--- src/rtl/proc_pkg.sv ---
// Shared constants for the bus-processor control sequencer: field widths,
// opcode values and timestep encodings.
package proc_pkg;

  localparam int NREG = 8;
  localparam int RW   = 3;
  localparam int OPW  = 3;
  localparam int IRW  = OPW + 2 * RW;

  localparam logic [OPW-1:0] OP_MV  = 3'b000;
  localparam logic [OPW-1:0] OP_MVI = 3'b001;
  localparam logic [OPW-1:0] OP_ADD = 3'b010;
  localparam logic [OPW-1:0] OP_SUB = 3'b011;

  typedef enum logic [1:0] {
    T0 = 2'd0,
    T1 = 2'd1,
    T2 = 2'd2,
    T3 = 2'd3
  } state_e;

endpackage

--- src/rtl/proc_control_dec_onehot.sv ---
// Register-index to one-hot line decoder; all lines low when disabled.
module dec_onehot
  import proc_pkg::*;
(
  input  logic            en,
  input  logic [RW-1:0]   idx,
  output logic [NREG-1:0] onehot
);

  always_comb begin
    onehot = '0;
    if (en) onehot[idx] = 1'b1;
  end

endmodule

--- src/rtl/proc_control.sv ---
// Multi-cycle control sequencer: steps each instruction through T0..T3 and
// decodes the instruction register into one-hot register and bus enables.
module proc_control
  import proc_pkg::*;
(
  input  logic            Clock,
  input  logic            Resetn,
  input  logic            Run,
  input  logic [IRW-1:0]  IR,
  output logic            IRin,
  output logic [NREG-1:0] Rin,
  output logic [NREG-1:0] Rout,
  output logic            DINout,
  output logic            Gout,
  output logic            Ain,
  output logic            Gin,
  output logic            AddSub,
  output logic            Done,
  output logic            Illegal,
  output logic            Busy,
  output logic [1:0]      state_dbg
);

  state_e state_q, state_d;

  logic [OPW-1:0]  op;
  logic [RW-1:0]   x_idx, y_idx;
  logic            is_alu;
  logic            rin_en, rout_x_en, rout_y_en;
  logic [NREG-1:0] x_oh, y_oh;

  assign op     = IR[IRW-1 -: OPW];
  assign x_idx  = IR[2*RW-1 -: RW];
  assign y_idx  = IR[RW-1:0];
  assign is_alu = (op == OP_ADD) || (op == OP_SUB);

  always_comb begin
    state_d = T0;
    case (state_q)
      T0:      state_d = Run ? T1 : T0;
      T1:      state_d = is_alu ? T2 : T0;
      T2:      state_d = T3;
      T3:      state_d = T0;
      default: state_d = T0;
    endcase
  end

  always_ff @(posedge Clock or negedge Resetn) begin
    if (!Resetn) state_q <= T0;
    else         state_q <= state_d;
  end

  // Every output is qualified by Resetn so reset silences the bus at once,
  // including IRin, which otherwise follows Run in T0.
  always_comb begin
    IRin      = 1'b0;
    DINout    = 1'b0;
    Gout      = 1'b0;
    Ain       = 1'b0;
    Gin       = 1'b0;
    AddSub    = 1'b0;
    Done      = 1'b0;
    Illegal   = 1'b0;
    rin_en    = 1'b0;
    rout_x_en = 1'b0;
    rout_y_en = 1'b0;
    if (Resetn) begin
      case (state_q)
        T0: IRin = Run;
        T1: begin
          case (op)
            OP_MV: begin
              rout_y_en = 1'b1;
              rin_en    = 1'b1;
              Done      = 1'b1;
            end
            OP_MVI: begin
              DINout = 1'b1;
              rin_en = 1'b1;
              Done   = 1'b1;
            end
            OP_ADD, OP_SUB: begin
              rout_x_en = 1'b1;
              Ain       = 1'b1;
            end
            default: begin
              Done    = 1'b1;
              Illegal = 1'b1;
            end
          endcase
        end
        T2: begin
          rout_y_en = 1'b1;
          Gin       = 1'b1;
          AddSub    = (op == OP_SUB);
        end
        T3: begin
          Gout   = 1'b1;
          rin_en = 1'b1;
          Done   = 1'b1;
        end
        default: ;
      endcase
    end
  end

  dec_onehot u_dec_x (
    .en     (rin_en | rout_x_en),
    .idx    (x_idx),
    .onehot (x_oh)
  );

  dec_onehot u_dec_y (
    .en     (rout_y_en),
    .idx    (y_idx),
    .onehot (y_oh)
  );

  // X drives the bus only in add/sub T1; Y only in mv T1 and T2, never together.
  assign Rin       = rin_en ? x_oh : '0;
  assign Rout      = (rout_x_en ? x_oh : '0) | y_oh;
  assign Busy      = Resetn && (state_q != T0);
  assign state_dbg = state_q;

endmodule

--- config.mk ---
export PLATFORM = sky130hd
export DESIGN_NAME = proc_control
export DESIGN_NICKNAME = d
export VERILOG_FILES = /design/src/rtl/proc_pkg.sv /design/src/rtl/proc_control_dec_onehot.sv /design/src/rtl/proc_control.sv
export SDC_FILE = /design/constraint.sdc
export NUM_CORES = 1
export LEC_CHECK = 0
export BUFFER_PORTS_ARGS = -buffer_cell sky130_fd_sc_hd__buf_2
export CAP_MARGIN = 20
export CORE_AREA = 2 2 39 41
export CTS_BUF_LIST = sky130_fd_sc_hd__clkbuf_8
export DETAILED_ROUTE_END_ITERATION = 10
export DIE_AREA = 0 0 41 43
export GPL_ROUTABILITY_DRIVEN = 0
export PLACE_DENSITY = 0.71
export SLEW_MARGIN = 20
export SYNTH_ARGS = -nofsm -noshare
export SYNTH_HDL_FRONTEND = slang
export SYNTH_SLANG_ARGS = --single-unit
--- constraint.sdc ---
create_clock -name Clock -period 2.7 [get_ports Clock]
set_input_delay 0.135 -clock Clock [delete_from_list [all_inputs] [get_ports Clock]]
set_output_delay 0.135 -clock Clock [all_outputs]
set_load 0.05 [all_outputs]
After elaboration in Yosys (flattened, before gate mapping). Index checks and enable logic that the tools add are counted. W data, S select, Z words.

Mux-type cells: 37. $lt $le $gt $ge: 4. Bitwise operators: 2. Reductions and logical operators: 10. Equality and inequality tests: 6.

Operators by type and width (count): $mux W8 (4); $mux W1 (26); $lt A3 B4 Y1 const B (2); $or A8 B8 Y8 (1); $pmux W2 S4 (1); $demux W1 S3 (2); $eq A3 B2 Y1 const B (2); $ge A3 B1 Y1 const B (2); $pmux W1 S2 (3); $eq A2 B2 Y1 const B (2); $reduce_or A2 Y1 (2); $reduce_or A4 Y1 (1); $eq A3 B1 Y1 const B (1); $logic_and A1 B1 Y1 (3); $logic_not A3 Y1 (1); $eq A2 B1 Y1 const B (1); $logic_not A2 Y1 (1); $mux W2 (1); $reduce_bool A2 Y1 (1); $logic_or A1 B1 Y1 (1); $or A1 B1 Y1 (1).

Flip-flop bits (word level): 2. Input port bits: 12. Word-level logic and storage cells: 60.

Logic depth before layout (Yosys ltp).
Word-level depth: 9. Depth in mapped cells: 5.

Hierarchy. From an unflattened synthesis, not the netlist that was laid out.

Cells, all modules: 66. Area total of the unflattened synthesis: 590.6 um^2.

Modules (own cells, without submodules): proc_control (instances 1, area an instance 399.1 um^2, cells an instance 50); dec_onehot at u_dec_x (instances 1, area an instance 96.3 um^2, cells an instance 8); dec_onehot at u_dec_y (instances 1, area an instance 95.1 um^2, cells an instance 8).

Worst setup path after synthesis. OpenSTA, ideal clock, no wires.

Kind: reg2out. From: register state_q[0] (netlist: state_dbg[0]). To: output port Rout[7]. Cell stages (with the launch flop): 5. Arrival time: 2.571 ns. Path slack: -0.006 ns. Required time: 2.565 ns. Path through: dfrtp_1 ha_1 and4b_1 nand2_1 o22ai_1.

Cells in the longest elaborated chain, start to end: 7. Elaborated cells between the ends (all ways): 14. Those cells by class: eq/ne (3); mux (9); bitwise (2).

RTL lines: start, declared (line proc_control.sv:24) `state_e state_q, state_d;`; start signal, assigned (line proc_control.sv:50) `else state_q <= state_d;`; $eq A2 B1 Y1 (*); $mux W1 (*) (2 in a row); net Ain (line proc_control.sv:15) `output logic Ain,`; $or A1 B1 Y1 (line proc_control.sv:108) `.en (rin_en | rout_x_en),`; $mux W8 (line proc_control_dec_onehot.sv:12) `if (en) onehot[idx] = 1'b1;`; $mux W8 (*) (line proc_control.sv:121) `assign Rout = (rout_x_en ? x_oh : '0) | y_oh;`; $or A8 B8 Y8 (*) (line proc_control.sv:121); end, declared (line proc_control.sv:12) `output logic [NREG-1:0] Rout,`.

The timed path passes the listed nets; every way through them passes the cells marked *.

==> run_results.csv <==
group,metric,value,unit
run_status,status,"finished clean",
clock_tree,cts_setup_buffers,0,
final_layout,stdcell_count,114,
final_layout,final_cell_area,688,um^2
drt,drtIter0Drc,5,
worst_setup_path,critical_path_class,"flip-flop to output pin",
grt,grt_overflow,0,
timing,slew_violations,0,
timing,setup_viol,0,
worst_setup_path,critPathRequiredTime,2.57,ns
timing,min_period_over_period,0.802,
clock_tree,path_clk_slew,0.03,ns
final_layout,drive_gt1_frac,0.469,
synth,synthCells,57,
timing,tightest_slew,0.423,ns
floorplan,die_area,0.00176,mm^2
grt,grt_pass1_vias,517,
power_and_ir_drop,p_per_area,560,mW/mm^2
timing,fin_worst_skew,0.000216,ns
final_layout,insertedDiodeCount,0,
worst_hold_path,min_path_type,"input port to flip-flop",
final_layout,nets,116,
timing,rsz0062_at_grt,"no",
timing,period_needed,2.16,ns
synth,synth_area_per_cell,7.57,um^2
timing,timing.hold.ws,0.178,ns
drt,dr.pass1.iters,3,
power_and_ir_drop,pwr-share-seq,0.125,
synth,syn_nets,73,
power_and_ir_drop,clock_power_share,0.304,
flow_run,cap_viol_max_count,0,
floorplan,num_io_pins,39,
floorplan,coreArea,0.00138,mm^2
drt,vias_per_cell,5.00,
grt,antenna_found_initial,0,
clock_tree,htree_levels,1,
clock_tree,clock_path_buffers,2,
final_layout,areaGrowthSynthToFinish,59.4,%
placed_design,io_buffer_count,38,
power_and_ir_drop,swShare,0.488,
synth,yosys_warnings,0,
floorplan,die_x,41,um
floorplan,initial_core_util,0.312,
placed_design,hpwl,1100,um
clock_tree,cts_buffers,3,
clock_tree,clkSinkCount,2,
power_and_ir_drop,power_leakage,0.369,nW
grt,grt_pass1_wl,1880,um
clock_tree,cts_tree,"yes",
drt,dr_total_vias,570,
final_layout,final_common_cell,"buf_2",
final_layout,final_core_util,0.497,
final_layout,final_cell_mix,"buf_2, o22ai_1, nand2b_1, nor2_1, nand2_1",
synth,ys_types,23,
drt,drtAntennaViolNets,0,
synth,ys_ff_latch,2,
placed_design,dp.cells,110,
placed_design,place_area,637,um^2
worst_setup_path,start_kind,"flip-flop",
final_layout,nFillCells,142,
grt,grt_max_degree,15,
power_and_ir_drop,p_int,0.197,mW
power_and_ir_drop,p_sw,0.188,mW
synth,seq_area_frac_synth,0.116,
timing,hold_viol,0,
drt,route.detailed.drc,0,
drt,drt_wl_total,1300,um
power_and_ir_drop,vdd_drop_max,0.467,mV
power_and_ir_drop,power,0.385,mW
floorplan,die-height,43,um
power_and_ir_drop,p_comb_frac,0.571,
worst_setup_path,cp.arrival,2.03,ns
worst_setup_path,end_kind,"output pin",
floorplan,rows,14,
clock_tree,clk_latency,0.21,ns
clock_tree,ctsResizeCount,0,
timing,slew_headroom,0.717,
worst_setup_path,crit_fanout,7,
clock_tree,clockRootBuffer,"clkbuf_8",
synth,netlist_area,432,um^2
timing,fmax,462,MHz
drt,routedWlPerCell,11.4,um
grt,grt_use_total,0.152,
-- routing by layer --
layer  GRT usage  routed length, um  part of all wire
met5           0                  0                 0
met1       0.142                513              0.39
met2       0.288                705              0.54
met3      0.0157                 82             0.063
met4      0.0800                  0                 0
-- power by group through the flow --
stage / sequential [mW] / clock [mW] / combinational [mW]
floorplan: 0.0745 / 0 / 0.138
detailed placement: 0.0486 / 0 / 0.220
finish: 0.0482 / 0.117 / 0.220
global placement: 0.0477 / 0 / 0.216
global route: 0.0508 / 0.122 / 0.237
CTS: 0.0482 / 0.122 / 0.221
-- critical path, cell delays in order (launching register included) --
cell and delay [ns]:
dfrtp_1 0.39, inv_1 0.11, ha_1 0.26, nor4b_4 0.24, o2111ai_1 0.24, o32ai_2 0.26
buf_2 0.30
-- Yosys cell counts (all sizes together) --
library cell,number,area share
or2,1,0.015
and4b,1,0.023
nor4b,1,0.055
inv,3,0.026
nor2b,2,0.029
nand2b,6,0.087
and3,2,0.029
ha,4,0.12
nor2,6,0.052
o211ai,1,0.017
a21oi,1,0.012
nand2,5,0.043
nor3b,1,0.017
dfrtp,2,0.12
o2111ai,2,0.041
buf,1,0.012
and2,2,0.029
mux2,1,0.026
o21ai,1,0.012
o22ai,7,0.10
nor3,4,0.046
o32ai,2,0.075
and4,1,0.020
-- logic make-up after synthesis --
logic type | share of synthesized area
mux | 0.0261
compound gates | 0.258
simple gates | 0.446
fa+ha+maj | 0.116
flops | 0.116
buf+inv | 0.0377
-- metrics by stage --
step / setup slack [ns] / setup TNS [ns]
2_1_floorplan: -0.00553 / -0.00553
3_3_place_gp: 0.853 / 0
4_1_cts: 0.525 / 0
6_report: 0.536 / 0
5_1_grt: 0.375 / 0
3_5_place_dp: 0.747 / 0
-- final timing paths --
path | from | depth (start not counted) | endpoint | slack [ns]
worst min-delay path | Run | 2 | state_dbg[0] | 0.18
worst min register to register | state_dbg[0] | 1 | flip-flop | 0.59
worst max register to register | state_dbg[0] | 3 | state_dbg[0] | 1.51
worst max-delay path | flip-flop | 6 | Rout[1] | 0.54
max in group asynchronous | Resetn | 2 | asynchronous set/reset pin | 2.23
min in group asynchronous | Resetn | 2 | state_dbg[0] | 0.30
-- timing repair --
action / 4_1_cts / 5_1_grt
endpoints found under the setup margin: 0 / 0
hold buffers: 1 / 0
endpoints found under the hold margin: 2 / 0
-- cell type report --
class                           count  area [um^2]  area share
Inverter                            3         11.3      0.0164
Tap cell                           16         20.0      0.0291
Clock buffer                        3         41.3      0.0600
Sequential cell                     2         50.0      0.0727
Timing Repair Buffer               39          200       0.291
Multi-Input combinational cell     51          365       0.531
Power figures use the tool's default switching activity.
